--- src/rtl/mem_arbiter_if.sv ---
// rtl/mem_arbiter_if.sv - unified memory port between mem_arbiter and the single-ported memory
//
// Purpose: bundles the request/response signals of the shared memory port.
// Ports (signals):
//   mem_req    arbiter -> memory  request, held until mem_ready
//   mem_we     arbiter -> memory  write strobe
//   mem_addr   arbiter -> memory  address (AW bits)
//   mem_wdata  arbiter -> memory  write data (DW bits)
//   mem_be     arbiter -> memory  byte enables (DW/8 bits)
//   mem_rdata  memory -> arbiter  read data, valid with mem_ready
//   mem_ready  memory -> arbiter  one-cycle completion pulse
// Modports: master (arbiter side), slave (memory side).
interface mem_arbiter_if #(
    parameter int AW = 32,
    parameter int DW = 32
);
    logic            mem_req;
    logic            mem_we;
    logic [AW-1:0]   mem_addr;
    logic [DW-1:0]   mem_wdata;
    logic [DW/8-1:0] mem_be;
    logic [DW-1:0]   mem_rdata;
    logic            mem_ready;

    modport master (
        output mem_req,
        output mem_we,
        output mem_addr,
        output mem_wdata,
        output mem_be,
        input  mem_rdata,
        input  mem_ready
    );

    modport slave (
        input  mem_req,
        input  mem_we,
        input  mem_addr,
        input  mem_wdata,
        input  mem_be,
        output mem_rdata,
        output mem_ready
    );
endinterface

--- src/rtl/mem_arbiter.sv ---
// rtl/mem_arbiter.sv - shares one unified memory port between instruction fetch and load/store
//
// Purpose: serialises F-stage fetches and M-stage loads/stores onto a single
// memory port, buffers each response until the pipeline advances, and raises
// stall requests while a side's access is outstanding.
// Ports:
//   clk, reset            clock; asynchronous active-low reset
//   FetchReq, PCF         fetch request and address
//   FetchAdvance          F->D register loads this cycle
//   FetchFlush            discard current / in-flight fetch
//   InstrF, FetchStall    buffered instruction; fetch stall request
//   MemReqM, MemWriteM    load/store request; 1 = store
//   ALUResultM            data address
//   WriteDataM, ByteEnM   store data and byte enables
//   MemAdvance            M->W register loads this cycle
//   ReadDataM, MemStall   buffered load data; data stall request
//   mem                   memory port (mem_arbiter_if master)
module mem_arbiter #(
    parameter int AW = 32,
    parameter int DW = 32
) (
    input  logic            clk,
    input  logic            reset,
    input  logic            FetchReq,
    input  logic [AW-1:0]   PCF,
    input  logic            FetchAdvance,
    input  logic            FetchFlush,
    output logic [DW-1:0]   InstrF,
    output logic            FetchStall,
    input  logic            MemReqM,
    input  logic            MemWriteM,
    input  logic [AW-1:0]   ALUResultM,
    input  logic [DW-1:0]   WriteDataM,
    input  logic [DW/8-1:0] ByteEnM,
    input  logic            MemAdvance,
    output logic [DW-1:0]   ReadDataM,
    output logic            MemStall,
    mem_arbiter_if.master   mem
);
    localparam logic [DW-1:0] NOP = DW'(32'h0000_0013);

    typedef enum logic [1:0] {
        IDLE,
        DATA_BUSY,
        FETCH_BUSY
    } state_t;

    state_t state;
    logic   data_done;
    logic   fetch_done;
    logic   discard;
    logic   data_elig;
    logic   fetch_elig;

    // A side that has completed stays ineligible until the pipeline advances
    // it, so a store cannot be replayed while the other side is stalling.
    assign data_elig  = MemReqM & ~data_done;
    assign fetch_elig = FetchReq & ~fetch_done;
    assign MemStall   = data_elig;
    assign FetchStall = fetch_elig;

    always_ff @(posedge clk or negedge reset) begin
        if (!reset) begin
            state         <= IDLE;
            mem.mem_req   <= 1'b0;
            mem.mem_we    <= 1'b0;
            mem.mem_addr  <= '0;
            mem.mem_wdata <= '0;
            mem.mem_be    <= '0;
            InstrF        <= NOP;
            ReadDataM     <= '0;
            data_done     <= 1'b0;
            fetch_done    <= 1'b0;
            discard       <= 1'b0;
        end else begin
            // Clears come first so a completion in the same cycle wins.
            if (MemAdvance)
                data_done <= 1'b0;
            if (FetchAdvance || FetchFlush)
                fetch_done <= 1'b0;

            case (state)
                IDLE: begin
                    // Data wins a tie: the M-stage instruction is older.
                    if (data_elig) begin
                        state         <= DATA_BUSY;
                        mem.mem_req   <= 1'b1;
                        mem.mem_we    <= MemWriteM;
                        mem.mem_addr  <= ALUResultM;
                        mem.mem_wdata <= WriteDataM;
                        mem.mem_be    <= MemWriteM ? ByteEnM : '1;
                    end else if (fetch_elig && !FetchFlush) begin
                        state         <= FETCH_BUSY;
                        mem.mem_req   <= 1'b1;
                        mem.mem_we    <= 1'b0;
                        mem.mem_addr  <= PCF;
                        mem.mem_wdata <= '0;
                        mem.mem_be    <= '1;
                    end
                end
                DATA_BUSY: begin
                    if (mem.mem_ready) begin
                        state       <= IDLE;
                        mem.mem_req <= 1'b0;
                        data_done   <= 1'b1;
                        if (!mem.mem_we)
                            ReadDataM <= mem.mem_rdata;
                    end
                end
                FETCH_BUSY: begin
                    if (mem.mem_ready) begin
                        state       <= IDLE;
                        mem.mem_req <= 1'b0;
                        // A flush arriving with the response also kills it.
                        if (discard || FetchFlush) begin
                            discard <= 1'b0;
                        end else begin
                            InstrF     <= mem.mem_rdata;
                            fetch_done <= 1'b1;
                        end
                    end else if (FetchFlush) begin
                        discard <= 1'b1;
                    end
                end
                default: state <= IDLE;
            endcase
        end
    end
endmodule

--- src/flat_wrapper.sv ---
// flat-port wrapper written by rule: the top's interface ports become plain ports
module mem_arbiter_flat 
#(
    parameter int AW = 32,
    parameter int DW = 32
)
  (clk, reset, FetchReq, PCF, FetchAdvance, FetchFlush, InstrF, FetchStall, MemReqM, MemWriteM, ALUResultM, WriteDataM, ByteEnM, MemAdvance, ReadDataM, MemStall, mem_mem_req, mem_mem_we, mem_mem_addr, mem_mem_wdata, mem_mem_be, mem_mem_rdata, mem_mem_ready);
  mem_arbiter_if #(.AW(AW), .DW(DW)) mem_i ();
  input  logic clk;
  input  logic reset;
  input  logic FetchReq;
  input  logic [AW-1:0] PCF;
  input  logic FetchAdvance;
  input  logic FetchFlush;
  output logic [DW-1:0] InstrF;
  output logic FetchStall;
  input  logic MemReqM;
  input  logic MemWriteM;
  input  logic [AW-1:0] ALUResultM;
  input  logic [DW-1:0] WriteDataM;
  input  logic [DW/8-1:0] ByteEnM;
  input  logic MemAdvance;
  output logic [DW-1:0] ReadDataM;
  output logic MemStall;
  output wire logic [$bits(mem_i.mem_req)-1:0] mem_mem_req;
  output wire logic [$bits(mem_i.mem_we)-1:0] mem_mem_we;
  output wire logic [$bits(mem_i.mem_addr)-1:0] mem_mem_addr;
  output wire logic [$bits(mem_i.mem_wdata)-1:0] mem_mem_wdata;
  output wire logic [$bits(mem_i.mem_be)-1:0] mem_mem_be;
  input wire logic [$bits(mem_i.mem_rdata)-1:0] mem_mem_rdata;
  input wire logic [$bits(mem_i.mem_ready)-1:0] mem_mem_ready;
  assign mem_mem_req = mem_i.mem_req;
  assign mem_mem_we = mem_i.mem_we;
  assign mem_mem_addr = mem_i.mem_addr;
  assign mem_mem_wdata = mem_i.mem_wdata;
  assign mem_mem_be = mem_i.mem_be;
  assign mem_i.mem_rdata = mem_mem_rdata;
  assign mem_i.mem_ready = mem_mem_ready;
  mem_arbiter #(.AW(AW), .DW(DW)) u_core (.clk(clk), .reset(reset), .FetchReq(FetchReq), .PCF(PCF), .FetchAdvance(FetchAdvance), .FetchFlush(FetchFlush), .InstrF(InstrF), .FetchStall(FetchStall), .MemReqM(MemReqM), .MemWriteM(MemWriteM), .ALUResultM(ALUResultM), .WriteDataM(WriteDataM), .ByteEnM(ByteEnM), .MemAdvance(MemAdvance), .ReadDataM(ReadDataM), .MemStall(MemStall), .mem(mem_i));
endmodule
--- config.mk ---
export PLATFORM = sky130hd
export DESIGN_NAME = mem_arbiter_flat
export DESIGN_NICKNAME = d
export VERILOG_FILES = /design/src/rtl/mem_arbiter_if.sv /design/src/rtl/mem_arbiter.sv /design/src/flat_wrapper.sv
export SDC_FILE = /design/constraint.sdc
export NUM_CORES = 1
export LEC_CHECK = 0
export ABC_AREA = 1
export BUFFER_PORTS_ARGS = -buffer_cell sky130_fd_sc_hd__buf_2
export CORE_ASPECT_RATIO = 2
export CORE_MARGIN = 4
export CORE_UTILIZATION = 42
export DETAILED_ROUTE_END_ITERATION = 10
export PLACE_DENSITY = 0.79
export REMOVE_ABC_BUFFERS = 1
export SLEW_MARGIN = 30
export SYNTH_ARGS = -nofsm -noshare
export SYNTH_HDL_FRONTEND = slang
export SYNTH_SLANG_ARGS = --single-unit
--- constraint.sdc ---
create_clock -name clk -period 1.6 [get_ports clk]
set_clock_uncertainty 0.15 [all_clocks]
set_input_delay 0.24 -clock clk [delete_from_list [all_inputs] [get_ports clk]]
set_output_delay 0.24 -clock clk [all_outputs]
set_load 0.1 [all_outputs]
==> metrics.md, run 1 <==
| Metric | Value |
|---|---|
| Class of the worst hold path | in2reg |
| Initial drt markers | roughly 320 |
| DP HPWL | approximately 12 mm |
| GRT Util Overall | around a quarter |
| Largest net degree at the start of global routing | 65 |
| Placement Setup Slack | between 15 and 20 ps |
| Antenna-violating nets left | 0 |
| Design area | between 0.01 and 0.015 mm2 |
| Final worst setup slack | -83.6 ps |
| Sum Neg Setup Slack | -873 ps |
| FFs w/ async S/R, synth | 100% |
| Drt first pass iters | 5 |
| Initial antenna violation count | 1 |
| Reg area | 0.00348 mm2 |
| Setup violators final | 32 |
| Top Ports | 277 |
| CP arrival | about 1300 ps |
| Post-synth top area share | between 50% and 60% |
| Dominant cell type by area after synthesis | dfrtp_1 |
| Ys flop type | dfrtp_1 |
| Post-synth EDFFs | 0 |
| Area delta synth->final | 74.0% |
| Slew headroom | 62.2% |
| Layout net count | between 1,000 and 1,500 |
| Max-cap violations | 0 |
| Final wirelength | about 23 mm |
| WP data required | 1210 ps |
| Inserted Clock Buffers | 17 |
| Most frequent cell after synthesis | nand2_1 |
| Most instantiated cells after synthesis | nand2_1 (366), dfrtp_1 (136), o21ai_0 (47), inv_1 (42) |
| Final period util | 105% |
| DR vias/cell | 5.04 |
| Crit path max fanout | 2 |
| Die area | between 0.015 and 0.02 mm2 |
| Sequential fraction of the synthesis area | between 50% and 60% |
| Fill cell count | 857 |
| Syn Area/Cell | about 8.6 um2 |
| Number of global-route vias before repair | around 6,700 |
| Area post-placement | about 0.0074 mm2 |
| Netlist Area Pre-Place | roughly 0.0058 mm2 |
| Residual DRC | 0 |
| Status | complete, but fails checks |
| CP Class | reg2out |
| Vias | approximately 6,400 |
| Worst-Skew Late Latency | 420 ps |
| Starting Density | 43.0% |
| CTS tree | done |
| Fmax achieved | slightly below 600 MHz |
| Tmin final | 1680 ps |
| Die Wd | about 91 um |
| Worst-case hold slack | between 6 and 7 ps |
| Synth Warn # | 0 |
| Synth area leaders | dfrtp_1 (59%), nand2_1 (24%), o21ai_0 (4.1%) |
| Die Y | between 150 and 200 um |
| Overflow left after global routing | 0 |
| Gate Count Post-Synth | ~680 |
| Failing checks | setup timing |
| RSZ-0062 raised after global routing | true |
| Share of layout cells above drive strength 1 | around a third |
| Fin. max-slew vios | 0 |
| Core box area | around 0.014 mm2 |
| CTS root buf | clkbuf_16 |
| Synthesized flop and latch total | between 100 and 150 |
| Slew of the pin with the lowest slew margin | 567 ps |
| H-tree depth | 4 |
| Site Rows | 60 |
| Hold Vio Cnt, Final | 0 |
| Drt wl/cell | between 15 and 20 um |
| Post-synthesis cell type count | 20 |
| Multi-input gate area | just under 0.002 mm2 |
| Clk buf depth | 2 |
| First-pass GRT wire length | between 30 and 40 mm |
| Clk sinks | 139 |
| Final Wtd Congestion | between 0.8 and 0.9 |
| Critical Path Source Type | flip-flop |
| # port buffers | about 280 |
| Setup crit end kind | output port |
| Clock slew at reported path FFs | ~60 ps |
-- worst max-delay path, stage by stage (launching register included) --
cell     delay [ps]
dfrtp_1         400
nor2_2          170
buf_6           140
buf_12          160
-- through the flow --
| step | cells | utilization [%] |
|---|---|---|
| after floorplan | 646 | - |
| after global placement | 1094 | 55.0 |
| after detailed placement | 1094 | 55.0 |
| after CTS | 1262 | 70.7 |
| after global routing | 1277 | 74.8 |
| final | 1277 | 74.8 |
-- layout make-up --
type                       instances  share of cell area (%)
tap                              155                    1.92
timing repair buffer             443                    36.2
inverter                          46                    1.83
clock buffer                      19                    4.28
sequential                       139                    34.5
clock inverter                    13                    1.91
multi-input combinational        461                    19.4
antenna                            1                  0.0248
-- what timing repair did --
item	4_1_cts	5_1_grt
pin swaps	2	3
hold buffers	131	0
gates cloned	1	12
endpoints found under the setup margin	47	185
setup buffers	4	2
resized for setup	47	118
hold endpoints to repair	271	0
-- state kept, by name, indices dropped and copies added (netlist names) --
register              cells
u_core.InstrF            32
u_core.ReadDataM         32
u_core.mem.mem_addr      32
u_core.mem.mem_wdata     32
u_core.mem.mem_be         4
u_core.state              2
u_core.data_done          1
u_core.discard            1
u_core.fetch_done         1
u_core.mem.mem_req        1
u_core.mem.mem_we         1
-- layer usage --
metal / wire, um / global-route usage, % / up-vias
met3: 1560 / 4.85 / 119
met4: 1510 / 18.1 / 0
met1: 7380 / 27.2 / 2971
met2: 12300 / 46.2 / 423
met5: 0 / 0 / -
li1: - / - / 2923
-- logic make-up after synthesis --
| kind of cell | synth area share [%] |
|---|---|
| flip-flops | 60.0 |
| AO/OA/AOI/OAI | 6.53 |
| buffers and inverters | 7.20 |
| AND/OR/NAND/NOR | 25.4 |
| adder cells (fa/ha/maj) | 0.862 |
-- path summary, 6_finish.rpt --
| kind | slack [ps] | to | cells past startpoint | from |
|---|---|---|---|---|
| worst max-delay path | -80 | FetchStall | 3 | u_core.fetch_done$_DFF_PN0_ |
| worst min-delay path | 6 | u_core.mem.mem_addr[4]$_DFFE_PN0P_ | 5 | PCF[4] |
| worst max register to register | -70 | u_core.InstrF[7]$_DFFE_PN0P_ | 8 | u_core.state[0]$_DFFE_PN0P_ |
| max in group asynchronous | 510 | u_core.mem.mem_addr[14]$_DFFE_PN0P_ | 3 | reset |
| worst min register to register | 320 | u_core.mem.mem_wdata[21]$_DFFE_PN0P_ | 2 | u_core.mem.mem_wdata[21]$_DFFE_PN0P_ |
| min in group asynchronous | 40 | u_core.mem.mem_wdata[25]$_DFFE_PN0P_ | 2 | reset |
-- cell usage in the layout, fill, tap and decap left out, types with 12 or more instances in the layout --
master / n
dlygate4sd3_1: 131
dfrtp_1: 136
inv_1: 40
o21ai_0: 41
buf_12: 12
nor2_1: 12
nand2_1: 362
clkbuf_16: 24
buf_2: 141
o21ai_1: 19
buf_4: 54
clkbuf_4: 84
Power of run 1 is left out: the tool's default activity adds up to more than one toggle a clock period on the data nets, which glitch-free logic cannot reach.
==> run 2, diff against run 1 <==
Settings changed: ABC_AREA 1 to default, PLACE_DENSITY 0.79 to 0.8.
==> run 2 against run 1 <==
Against the previous run: the flow still finishes with violations (setup timing); worst hold slack improved by 35 ps; sequential share of layout area rose by 1.5 points; register-to-register slack got worse by 140 ps; core utilization fell by 1.1 points; maximum frequency fell by 7.0%; die area fell by 2.2%; synthesized cell count fell by 47%; non-clock buffer count fell by 52; wire length fell by 13%; area after synthesis fell by 2.3%; critical endpoint is now u_core.mem.mem_addr[22]$_DFFE_PN0P_; via count fell by 26%.
==> metrics.md, run 2 <==
| Metric | Value |
|---|---|
| Leading cell type in the layout, fill and taps excluded | buf_2 |
| Slew headroom | 66.7% (+4.4 points) |
| Tmin final | 1810 ps (+127 ps) |
| M1 GR Usage | 23.5% (-3.7 points) |
| Largest delay contributor family on the critical path | flip-flops |
| DP HPWL | 11.4 mm (-8.0%) |
| Post-synth EDFFs | 0 (unchanged) |
| Hold Crit Start | ALUResultM[23] |
| Setup violators final | 115 (+260%) |
| Starting Density | 43.2% (+0.20 points) |
| Die area | 0.0155 mm2 (-2.2%) |
| Vias | 4,759 (-26%) |
| First-pass GRT wire length | 28.1 mm (-14%) |
| Drt first pass iters | 4 (-1) |
| Critical Path Source Type | flip-flop |
| CTS root buf | clkbuf_16 |
| Crit path buf inv count | 3 (+1) |
| GRT Util Overall | 23.2% (-2.8 points) |
| Worst-case hold slack | 41.6 ps (+35.5 ps) |
| Synthesized flop and latch total | 139 (unchanged) |
| Met2 usage | 43.7% (-2.5 points) |
| Crit path max fanout | 10 (+8) |
| Synth area leaders | dfrtp_1 (60%), mux2_2 (25%), a22o_1 (5.1%) |
| Inserted Clock Buffers | 17 (unchanged) |
| Clk sinks | 139 (unchanged) |
| Clk buf depth | 2 (unchanged) |
| DR vias/cell | 5.20 (+3.1%) |
| Status | complete, but fails checks |
| CP arrival | 1940 ps (+650 ps) |
| Initial antenna violation count | 0 (-1) |
| Class of the worst hold path | in2reg |
| Final period util | 113% (+7.9 points) |
| FFs w/ async S/R, synth | 100% (unchanged) |
| Most frequent cells in the layout | buf_2 (150), dfrtp_1 (136), mux2_2 (102) |
| Slowest cell on the critical path | dfrtp_1 |
| Largest net degree at the start of global routing | 46 (-29%) |
| Most frequent cell after synthesis | dfrtp_1 |
| Top Ports | 277 (unchanged) |
| Netlist Area Pre-Place | 0.00567 mm2 (-2.3%) |
| Drt wl/cell | 21.6 um (+21%) |
| Final worst setup slack | -210 ps (-127 ps) |
| RSZ-0062 raised after global routing | true |
| Area delta synth->final | 70.6% |
| Residual DRC | 0 (unchanged) |
| H-tree depth | 4 (unchanged) |
| Worst-Skew Late Latency | 400 ps (-20 ps) |
| Layout net count | 896 (-28%) |
| Core box area | 0.0131 mm2 (-2.8%) |
| Crit path largest cell delay | 420 ps (+20 ps) |
| Dominant cell type by area after synthesis | dfrtp_1 |
| CP Cell Sequence | nor2b_4, buf_6, o21a_4, buf_4, buf_12, mux2_2 |
| Fin. max-slew vios | 0 (unchanged) |
| Initial drt markers | 214 (-33%) |
| Syn Area/Cell | 15.7 um2 (+83%) |
| Synth Warn # | 0 (unchanged) |
| Max-cap violations | 0 (unchanged) |
| Post-synthesis cell type count | 30 (+50%) |
| Die Y | 172 um (-1.1%) |
| Final Wtd Congestion | 0.872 (+7.5%) |
| WP data required | 1730 ps (+520 ps) |
| Share of layout cells above drive strength 1 | 65.4% (+32 points) |
| Sequential fraction of the synthesis area | 61.4% (+1.4 points) |
| Die Wd | 90.2 um (-1.1%) |
| Hold Vio Cnt, Final | 0 (unchanged) |
| Placement Setup Slack | -183 ps (-199 ps) |
| Ys flop type | dfrtp_1 |
| Final wirelength | 19.8 mm (-13%) |
| Busiest grt layer | met2 |
| Number of inserted diodes | 0 (-1) |
| RR Startpoint | u_core.data_done$_DFF_PN0_ |
| Failing checks | setup timing |
| CTS tree | done |
| Slew of the pin with the lowest slew margin | 504 ps (-62.9 ps) |
| # port buffers | 276 (unchanged) |
| Overflow left after global routing | 0 (unchanged) |
| Antenna-violating nets left | 0 (unchanged) |
| Most instantiated cells after synthesis | dfrtp_1 (136), mux2_2 (127), a22o_1 (33), buf_2 (7), inv_1 (6) |
| Gate Count Post-Synth | 362 (-47%) |
| Clock slew at reported path FFs | 60 ps (about the same) |
| Site Rows | 59 (-1.7%) |
| GRT met3 Usage | 6.09% (+1.2 points) |
| CP startpoint | u_core.data_done$_DFF_PN0_ |
| Fmax achieved | 552 MHz (-7.0%) |
| Setup crit end kind | flip-flop |
| Post-synth top area share | 60.0% (+1.4 points) |
| CP Class | reg2reg |
| Number of global-route vias before repair | 5,312 (-21%) |
## run 2: stage by stage
step	cells	instance area (um2)	utilization (%)	TNS (ps)
final	916	9680	73.7	-12870
after global routing	916	9680	73.7	-17970
after CTS	907	9230	70.3	-13250
after detailed placement	789	7430	56.6	-12280
after global placement	789	7430	56.6	-6520
after floorplan	341	5490	-	-320590
## run 2: timing repair
action	in CTS	in global routing
cloned	7	6
hold buffers	71	1
setup buffers	8	4
resized for setup	76	106
endpoints found under the setup margin	158	196
pin swaps	1	2
endpoints found under the hold margin	240	1
## run 2: path summary, 6_finish.rpt
| kind | cells after the start | endpoint | slack, ps |
|---|---|---|---|
| min reg2reg | 1 | u_core.ReadDataM[11]$_DFFE_PN0P_ | 350 |
| max reg2reg | 6 | u_core.mem.mem_addr[22]$_DFFE_PN0P_ | -210 |
| min in group asynchronous | 2 | u_core.InstrF[3]$_DFFE_PN0P_ | 160 |
| max | 6 | u_core.mem.mem_addr[22]$_DFFE_PN0P_ | -210 |
| max in group asynchronous | 3 | u_core.mem.mem_be[1]$_DFFE_PN0P_ | 560 |
| min | 3 | u_core.mem.mem_addr[23]$_DFFE_PN0P_ | 40 |
## run 2: layer usage
layer  routed length (um)  part of all wire [%]
met5                    0                     0
met1                 6560                    33
met2                11500                    58
met4                  716                   3.6
met3                 1010                   5.1
## run 2: layout make-up
cell class | count | area (um2)
fillers | 786 | 3460
clock inverters | 13 | 166
multi-input cells | 196 | 2180
repair buffers | 391 | 3200
clock buffers | 19 | 443
flip-flops and latches | 139 | 3480
well taps | 152 | 190
inverters | 6 | 22.5
## run 2: kinds of logic after synthesis
| group | after synthesis | synth area share [%] |
|---|---|---|
| AND/OR/NAND/NOR | 15 | 1.76 |
| buffers and inverters | 27 | 3.57 |
| AO/OA/AOI/OAI | 49 | 6.93 |
| flip-flops | 139 | 61.4 |
| multiplexers | 128 | 25.5 |
| adder cells (fa/ha/maj) | 4 | 0.882 |
## run 2: worst reg2reg max path, stage by stage (launching register included)
cell     delay (ps)
dfrtp_1         420
nor2b_4         220
buf_6           130
o21a_4          150
buf_4           120
buf_12          140
mux2_2          350
Power of run 2 is left out for the same reason.
